File: config.mk
export PLATFORM = sky130hd
export DESIGN_NAME = regfile_op_sequencer
export DESIGN_NICKNAME = d
export VERILOG_FILES = /design/src/rtl/regfile_op_sequencer.sv
export SDC_FILE = /design/constraint.sdc
export NUM_CORES = 1
export LEC_CHECK = 0
export CORE_UTILIZATION = 50
export DETAILED_ROUTE_END_ITERATION = 8
export PLACE_DENSITY = 0.76
export SETUP_SLACK_MARGIN = 0.5
export SYNTH_ARGS = -nofsm -noshare
export SYNTH_HDL_FRONTEND = slang
export SYNTH_SLANG_ARGS = --single-unit
File: constraint.sdc
create_clock -name clk -period 3.9 [get_ports clk]
set_input_delay 0.975 -clock clk [delete_from_list [all_inputs] [get_ports clk]]
set_output_delay 0.975 -clock clk [all_outputs]
set_load 0.005 [all_outputs]
File: src/rtl/regfile_op_sequencer.sv
// Instruction sequencer for an 8x8 two-read/one-write register file.
// Takes 16-bit three-address instructions over valid/ready, reads both operands,
// runs a small ALU, then writes back with address/data set up one cycle before
// a single-cycle write_enable strobe. All outputs are registered.
module regfile_op_sequencer #(
  parameter int DATA_W = 8,
  parameter int ADDR_W = 3
) (
  input  logic              clk,
  input  logic              rst_n,
  input  logic              i_instr_valid,
  output logic              o_instr_ready,
  input  logic [15:0]       i_instr,
  output logic [ADDR_W-1:0] o_read_address_1,
  output logic [ADDR_W-1:0] o_read_address_2,
  output logic              o_read_enable,
  input  logic [DATA_W-1:0] i_read_data_1,
  input  logic [DATA_W-1:0] i_read_data_2,
  output logic [ADDR_W-1:0] o_write_address,
  output logic [DATA_W-1:0] o_write_data,
  output logic              o_write_enable,
  output logic              o_done,
  output logic [DATA_W-1:0] o_result,
  output logic              o_carry,
  output logic              o_zero
);

  localparam logic [2:0] S_IDLE     = 3'd0;
  localparam logic [2:0] S_READ     = 3'd1;
  localparam logic [2:0] S_EXEC     = 3'd2;
  localparam logic [2:0] S_WB_SETUP = 3'd3;
  localparam logic [2:0] S_WB_PULSE = 3'd4;
  localparam logic [2:0] S_WB_HOLD  = 3'd5;

  localparam logic [2:0] OP_ADD = 3'b000;
  localparam logic [2:0] OP_SUB = 3'b001;
  localparam logic [2:0] OP_AND = 3'b010;
  localparam logic [2:0] OP_OR  = 3'b011;
  localparam logic [2:0] OP_XOR = 3'b100;
  localparam logic [2:0] OP_SHL = 3'b101;
  localparam logic [2:0] OP_LDI = 3'b110;
  localparam logic [2:0] OP_NOP = 3'b111;

  logic [2:0]        r_state;
  logic [2:0]        r_op;
  logic [ADDR_W-1:0] r_rd;
  logic [DATA_W-1:0] r_imm;
  logic [DATA_W-1:0] r_a;
  logic [DATA_W-1:0] r_b;
  logic              r_res_carry;

  // Extra top bit carries ADD carry-out, SUB borrow and the last SHL bit shifted out.
  logic [DATA_W:0]   w_wide;
  logic [DATA_W-1:0] w_alu_res;
  logic              w_alu_carry;

  // ALU on the captured operands; evaluated while in EXEC.
  always_comb begin
    // NOTE: default assignment first so no op path leaves w_wide unassigned (no latch).
    w_wide = '0;
    case (r_op)
      OP_ADD:  w_wide = {1'b0, r_a} + {1'b0, r_b};
      OP_SUB:  w_wide = {1'b0, r_a} - {1'b0, r_b};
      OP_AND:  w_wide = {1'b0, r_a & r_b};
      OP_OR:   w_wide = {1'b0, r_a | r_b};
      OP_XOR:  w_wide = {1'b0, r_a ^ r_b};
      OP_SHL:  w_wide = {1'b0, r_a} << r_b[2:0];
      OP_LDI:  w_wide = {1'b0, r_imm};
      default: w_wide = '0;
    endcase
  end

  assign w_alu_res   = w_wide[DATA_W-1:0];
  assign w_alu_carry = w_wide[DATA_W];

  // Sequencer FSM and all registered outputs.
  always_ff @(posedge clk or negedge rst_n) begin
    // NOTE: the datapath registers are reset along with the FSM so every output is
    // defined from reset; an async reset also drops write_enable mid-strobe.
    if (!rst_n) begin
      r_state          <= S_IDLE;
      r_op             <= OP_NOP;
      r_rd             <= '0;
      r_imm            <= '0;
      r_a              <= '0;
      r_b              <= '0;
      r_res_carry      <= 1'b0;
      o_instr_ready    <= 1'b1;
      o_read_address_1 <= '0;
      o_read_address_2 <= '0;
      o_read_enable    <= 1'b0;
      o_write_address  <= '0;
      o_write_data     <= '0;
      o_write_enable   <= 1'b0;
      o_done           <= 1'b0;
      o_result         <= '0;
      o_carry          <= 1'b0;
      o_zero           <= 1'b0;
    end else begin
      // NOTE: non-blocking everywhere so each register samples pre-edge values.
      o_done <= 1'b0;
      case (r_state)
        S_IDLE: begin
          if (i_instr_valid) begin
            r_op          <= i_instr[15:13];
            r_rd          <= i_instr[10 +: ADDR_W];
            r_imm         <= DATA_W'(i_instr[7:0]);
            o_instr_ready <= 1'b0;
            if (i_instr[15:13] == OP_LDI) begin
              r_state <= S_EXEC;
            end else begin
              o_read_address_1 <= i_instr[7 +: ADDR_W];
              o_read_address_2 <= i_instr[4 +: ADDR_W];
              o_read_enable    <= 1'b1;
              r_state          <= S_READ;
            end
          end
        end
        S_READ: begin
          // Register file read is combinational, so data is valid by this edge.
          r_a           <= i_read_data_1;
          r_b           <= i_read_data_2;
          o_read_enable <= 1'b0;
          r_state       <= S_EXEC;
        end
        S_EXEC: begin
          if (r_op == OP_NOP) begin
            o_done        <= 1'b1;
            o_instr_ready <= 1'b1;
            r_state       <= S_IDLE;
          end else begin
            // Only place write address/data change: stable across the strobe edge.
            o_write_address <= r_rd;
            o_write_data    <= w_alu_res;
            r_res_carry     <= w_alu_carry;
            r_state         <= S_WB_SETUP;
          end
        end
        S_WB_SETUP: begin
          o_write_enable <= 1'b1;
          r_state        <= S_WB_PULSE;
        end
        S_WB_PULSE: begin
          o_write_enable <= 1'b0;
          o_done         <= 1'b1;
          o_result       <= o_write_data;
          o_carry        <= r_res_carry;
          o_zero         <= (o_write_data == '0);
          r_state        <= S_WB_HOLD;
        end
        S_WB_HOLD: begin
          o_instr_ready <= 1'b1;
          r_state       <= S_IDLE;
        end
        default: begin
          o_instr_ready  <= 1'b1;
          o_read_enable  <= 1'b0;
          o_write_enable <= 1'b0;
          r_state        <= S_IDLE;
        end
      endcase
    end
  end

endmodule

# ---- Word-level counts from Yosys, hierarchy flattened
# Index checks and enable logic that the tools add are counted.
dict set report totals {
  regBits 65
  inputBits 35
  out_inout_bits 31
  elab_cells 69
}
dict set report op_classes {
  n_addsub 2
  eq_ne 16
  shifts 1
  n_mux 14
  n_bitwise 7
  reduce_logical 11
}
# operator count
set op_table {}
lappend op_table {{$pmux 9 s7} 1}
lappend op_table {{$eq 3x3->1 const B} 7}
lappend op_table {{$pmux 3 s5} 1}
lappend op_table {{$eq 3x2->1 const B} 4}
lappend op_table {{$add 8x8->9} 1}
lappend op_table {{$reduce_and 3->1} 3}
lappend op_table {{$shl 8x3->9} 1}
lappend op_table {{$sub 8x8->9} 1}
lappend op_table {{$and 8x8->8} 1}
lappend op_table {{$logic_not 8->1} 1}
lappend op_table {{$or 8x8->8} 1}
lappend op_table {{$reduce_or 4->1} 2}
lappend op_table {{$xor 8x8->8} 1}
lappend op_table {{$eq 3x1->1 const B} 2}
lappend op_table {{$logic_not 3->1} 2}
lappend op_table {{$ne 2x2->1 const B} 3}
lappend op_table {{$pmux 1 s2} 3}
lappend op_table {{$mux 1} 5}
lappend op_table {{$mux 2} 2}
lappend op_table {{$not 1->1} 4}
lappend op_table {{$reduce_and 2->1} 2}
lappend op_table {{$mux 3} 1}
lappend op_table {{$pmux 1 s3} 1}
lappend op_table {{$reduce_or 3->1} 1}

# ---- Logic depth before layout (Yosys ltp)
dict set report depth {
  ltp_word 4
  mapped_depth 11
  ltp_nobuf 10
}

# ---- Least setup slack after synthesis
# OpenSTA, ideal clock, no wires.
dict set report synth_timing {
  path_kind {register to register}
  startpoint {register r_op[0]}
  endpoint {register o_write_data[5]}
  setup_ps 82
  t_arrival_ps 2715
  required_ps 3818
  path_slack_ps 1103
  path_stages_with_launch 11
  n_path_buf 0
  synth_period_minus_slack_ps 2797
  cell_sequence {dfstp_2 -> inv_1 -> nor3_1 -> mux2_2 -> inv_1 -> ha_1 -> nand2_1 -> o21ai_0 -> a31oi_1 -> or4_1 -> a31oi_1}
}
dict set report synth_via {
  elab_chain_cells 3
  elab_cells_between_ends 11
  classes_between {7 x eq/ne; 1 x mux; 1 x bitwise; 2 x reduce/logical}
}
# element line_no
set synth_rtl {}
lappend synth_rtl {{start, declared} 45} ;# logic [2:0] r_op;
lappend synth_rtl {{start signal, assigned} 105} ;# r_op <= i_instr[15:13];
lappend synth_rtl {{branches (longest 3 deep; another with $pmux 9 s7)} n/a}
lappend synth_rtl {{end signal, assigned} 134} ;# o_write_data <= w_alu_res;
lappend synth_rtl {{end, declared} 20} ;# output logic [DATA_W-1:0] o_write_data,
# Several ways; the timed one is not identified.
# A chain may end at the register's enable or synchronous reset.

# ---- Worst setup path in the final report
# Same ends and word-level chain as after synthesis.

==> metrics.csv <==
stage,metric,value,unit
setup_path,crit path max fanout,15,
synthesis,Post-Syn Area per Cell,9.309,um2
flow_run,max cap viols,0,
placement,HPWL Detailed,7.269,mm
clocking,CTS Hold Bufs,0,
sta,Fin. Hold Viols,0,
synthesis,Synth Flop Type,dfrtp_1,
power_and_ir_drop,PwrDens,967.4,mW/mm2
sta,final setup vio count,0,
sta,period utilization,0.7637,
floorplan,die extent in x,89.26,um
floorplan,Initial Util,0.5221,
synthesis,Synth Register Bits,65,
synthesis,most common cell in the netlist,nand2_1,
sta,RSZ-0062 raised after global routing,no,
synthesis,Ys Warns,0,
final_layout,final core utilization,0.6436,
synthesis,synth cell count leaders,"73 x nand2_1, 61 x dfrtp_1, 33 x o21ai_0",
clocking,# clock sinks,65,
setup_path,crit path DAT,3240,ps
sta,worst setup margin,921.5,ps
route,DRC errors left,0,
route,initial DRC count,265,
synthesis,Cell variety after synth,49,
synthesis,cells after synthesis,409,
sta,Slew headroom,0.2534,
hold_path,min-delay worst type,reg2reg,
sta,Setup Skew,17.10,ps
setup_path,Worst EP required,4160,ps
clocking,cts bufs inserted,9,
global_routing,grt total ovfl,0,
placement,"worst slack, placed",950.2,ps
setup_path,FF-to-FF Start,r_op[0],
setup_path,r2r endpoint,o_write_data[5],
final_layout,final net count,531,
clocking,setup bufs post-CTS,0,
clocking,# H-tree levels,3,
power_and_ir_drop,leakage,0.002043,uW
clocking,clk slew on worst S/H paths,70,ps
route,Routed Antenna Nets,0,
route,final wirelength,9.637,mm
synthesis,ranking of synthesized cells by area,"dfrtp_1 40%, ha_1 8.5%, mux2_2 7.4%",
hold_path,Worst Hold Path Cells,2,
synthesis,number of flops mapped to enable cells by yosys,0,
sta,Period minus WS final,2979,ps
setup_path,"Worst Path Class, Setup",reg2reg,
placement,RD Place Congestion,0.9818,
synthesis,share of the synthesized area in the top cell type,0.4009,
final_layout,area grow syn2layout,23.27,%
floorplan,Die ar.,0.007967,mm2
sta,Highest Clock Rate,0.3357,GHz
setup_path,cells on worst reg2reg path,11,
setup_path,r2r setup slk,920,ps
route,Vias/cell,5.621,
floorplan,IO Count,66,
synthesis,ys async rst share,1.000,
floorplan,die height,89.26,um
sta,final max-slew violation count,0,
hold_path,Hold Path End,o_result[2],
final_layout,Inserted Diodes,0,
route,Wirelength per Cell,16.82,um
setup_path,type of origin of the critical path,flip-flop,
clocking,clk root buf,clkbuf_8,
clocking,worst-case clock buffer depth,2,
sta,Worst Max-Slew Pin Slew,1120,ps
global_routing,initial antenna violation count,0,
setup_path,CP Capture Type,flip-flop,
power_and_ir_drop,Pwr Total,4540,uW
synthesis,"Seq/Total Area, Yosys",0.4285,
placement,PortBufs,65,
status,status,completed,
floorplan,CORE AREA,0.007292,mm2
hold_path,critical hold path startpoint,o_result[2],
setup_path,CP Launch Point,r_op[0],
clocking,CTS tree,yes,
clocking,clk_lat worst skew,350,ps
synthesis,syn_nets,471,
global_routing,largest net degree at the start of global routing,52,
floorplan,Std-Cell Rows,31,
global_routing,first-pass GRT wire length,14.98,mm
final_layout,proportion of layout cells with a drive suffix above 1,0.1266,
global_routing,Tot GR Track Use,0.2572,
sta,setup TNS,0,ps
power_and_ir_drop,VDD IR-drop max,0.0003905,V
route,router iterations before antenna repair,6,
synthesis,leading area contributor after synthesis,dfrtp_1,
global_routing,number of global-route vias before repair,2965,
clocking,post-cts gate resize count,0,
synthesis,Mapped Area,0.003807,mm2
route,vias post-DR,3221,
## power breakdown
part           internal [uW]  total, uW  leakage [uW]  switching (uW)
clock network            229        508     0.0000850             279
registers               1030       1430      0.000778             402
logic                   1240       2600       0.00118            1360
total                   2500       4540       0.00204            2040
## layer usage
metal	global-route usage	part of all wire
met5	0	0
met4	0.1212	0.022
met3	0.04155	0.053
met2	0.4101	0.48
met1	0.3438	0.44
## cell usage in the layout (no fill, tap or decap), drive strengths merged, types with 13 or more instances in the layout
cell type,Yosys,layout
nand2,73,73
clkdlybuf4s50,0,64
dfrtp,61,61
o21ai,34,34
nor2,28,28
ha,26,26
mux2,25,25
inv,22,22
a21oi,21,21
a31oi,13,13
## registers in the layout, summed over array words and instances, names as in the netlist, 3 cells and up
register,count
r_op,3
o_result,8
o_write_address,3
r_b,8
o_write_data,8
r_rd,3
r_a,8
o_read_address_2,3
r_imm,8
r_state,3
o_read_address_1,3
## critical path, stage by stage, from the launching register on
cell     delay, ps
dfstp_2        670
inv_1          160
nor3_1         190
buf_4          190
mux2_2         370
inv_1           60
ha_1           120
nand2_1         50
o21ai_0        340
a31oi_1        160
or4_1          400
a31oi_1        170
## cells by family after synthesis
| family | share of synthesized area |
|---|---|
| buffers and inverters | 0.04831 |
| flip-flops | 0.4285 |
| XOR/XNOR | 0.02070 |
| AO/OA/AOI/OAI | 0.1485 |
| multiplexers | 0.09629 |
| AND/OR/NAND/NOR | 0.1669 |
| adder cells (fa/ha/maj) | 0.09070 |
## through the flow
step	hold WS, ps	cells	area [um2]
finish	470.5	573	4693
CTS	477.7	573	4693
floorplan	434.8	409	3807
global route	502.7	573	4693
global placement	442.3	557	4522
detailed placement	461.8	557	4522
## layout make-up
class,count,area [um2]
clock buffers,9,123.9
clock inverters,7,47.55
repair buffers,70,683.2
fillers,640,2599
flip-flops and latches,65,1632
inverters,22,85.08
well taps,99,123.9
multi-input cells,301,1998
## worst max path at each step
stage | cells past startpoint | to | slack (ps)
3_3_place_gp | 11 | o_write_data[5] | 980
3_5_place_dp | 11 | o_write_data[5] | 950
6_report | 11 | o_write_data[5] | 920
5_1_grt | 10 | o_write_data[5] | 630
2_1_floorplan | 10 | o_write_data[5] | 1100
4_1_cts | 11 | o_write_data[5] | 930
Note: power is estimated with default switching activity, not from simulation.
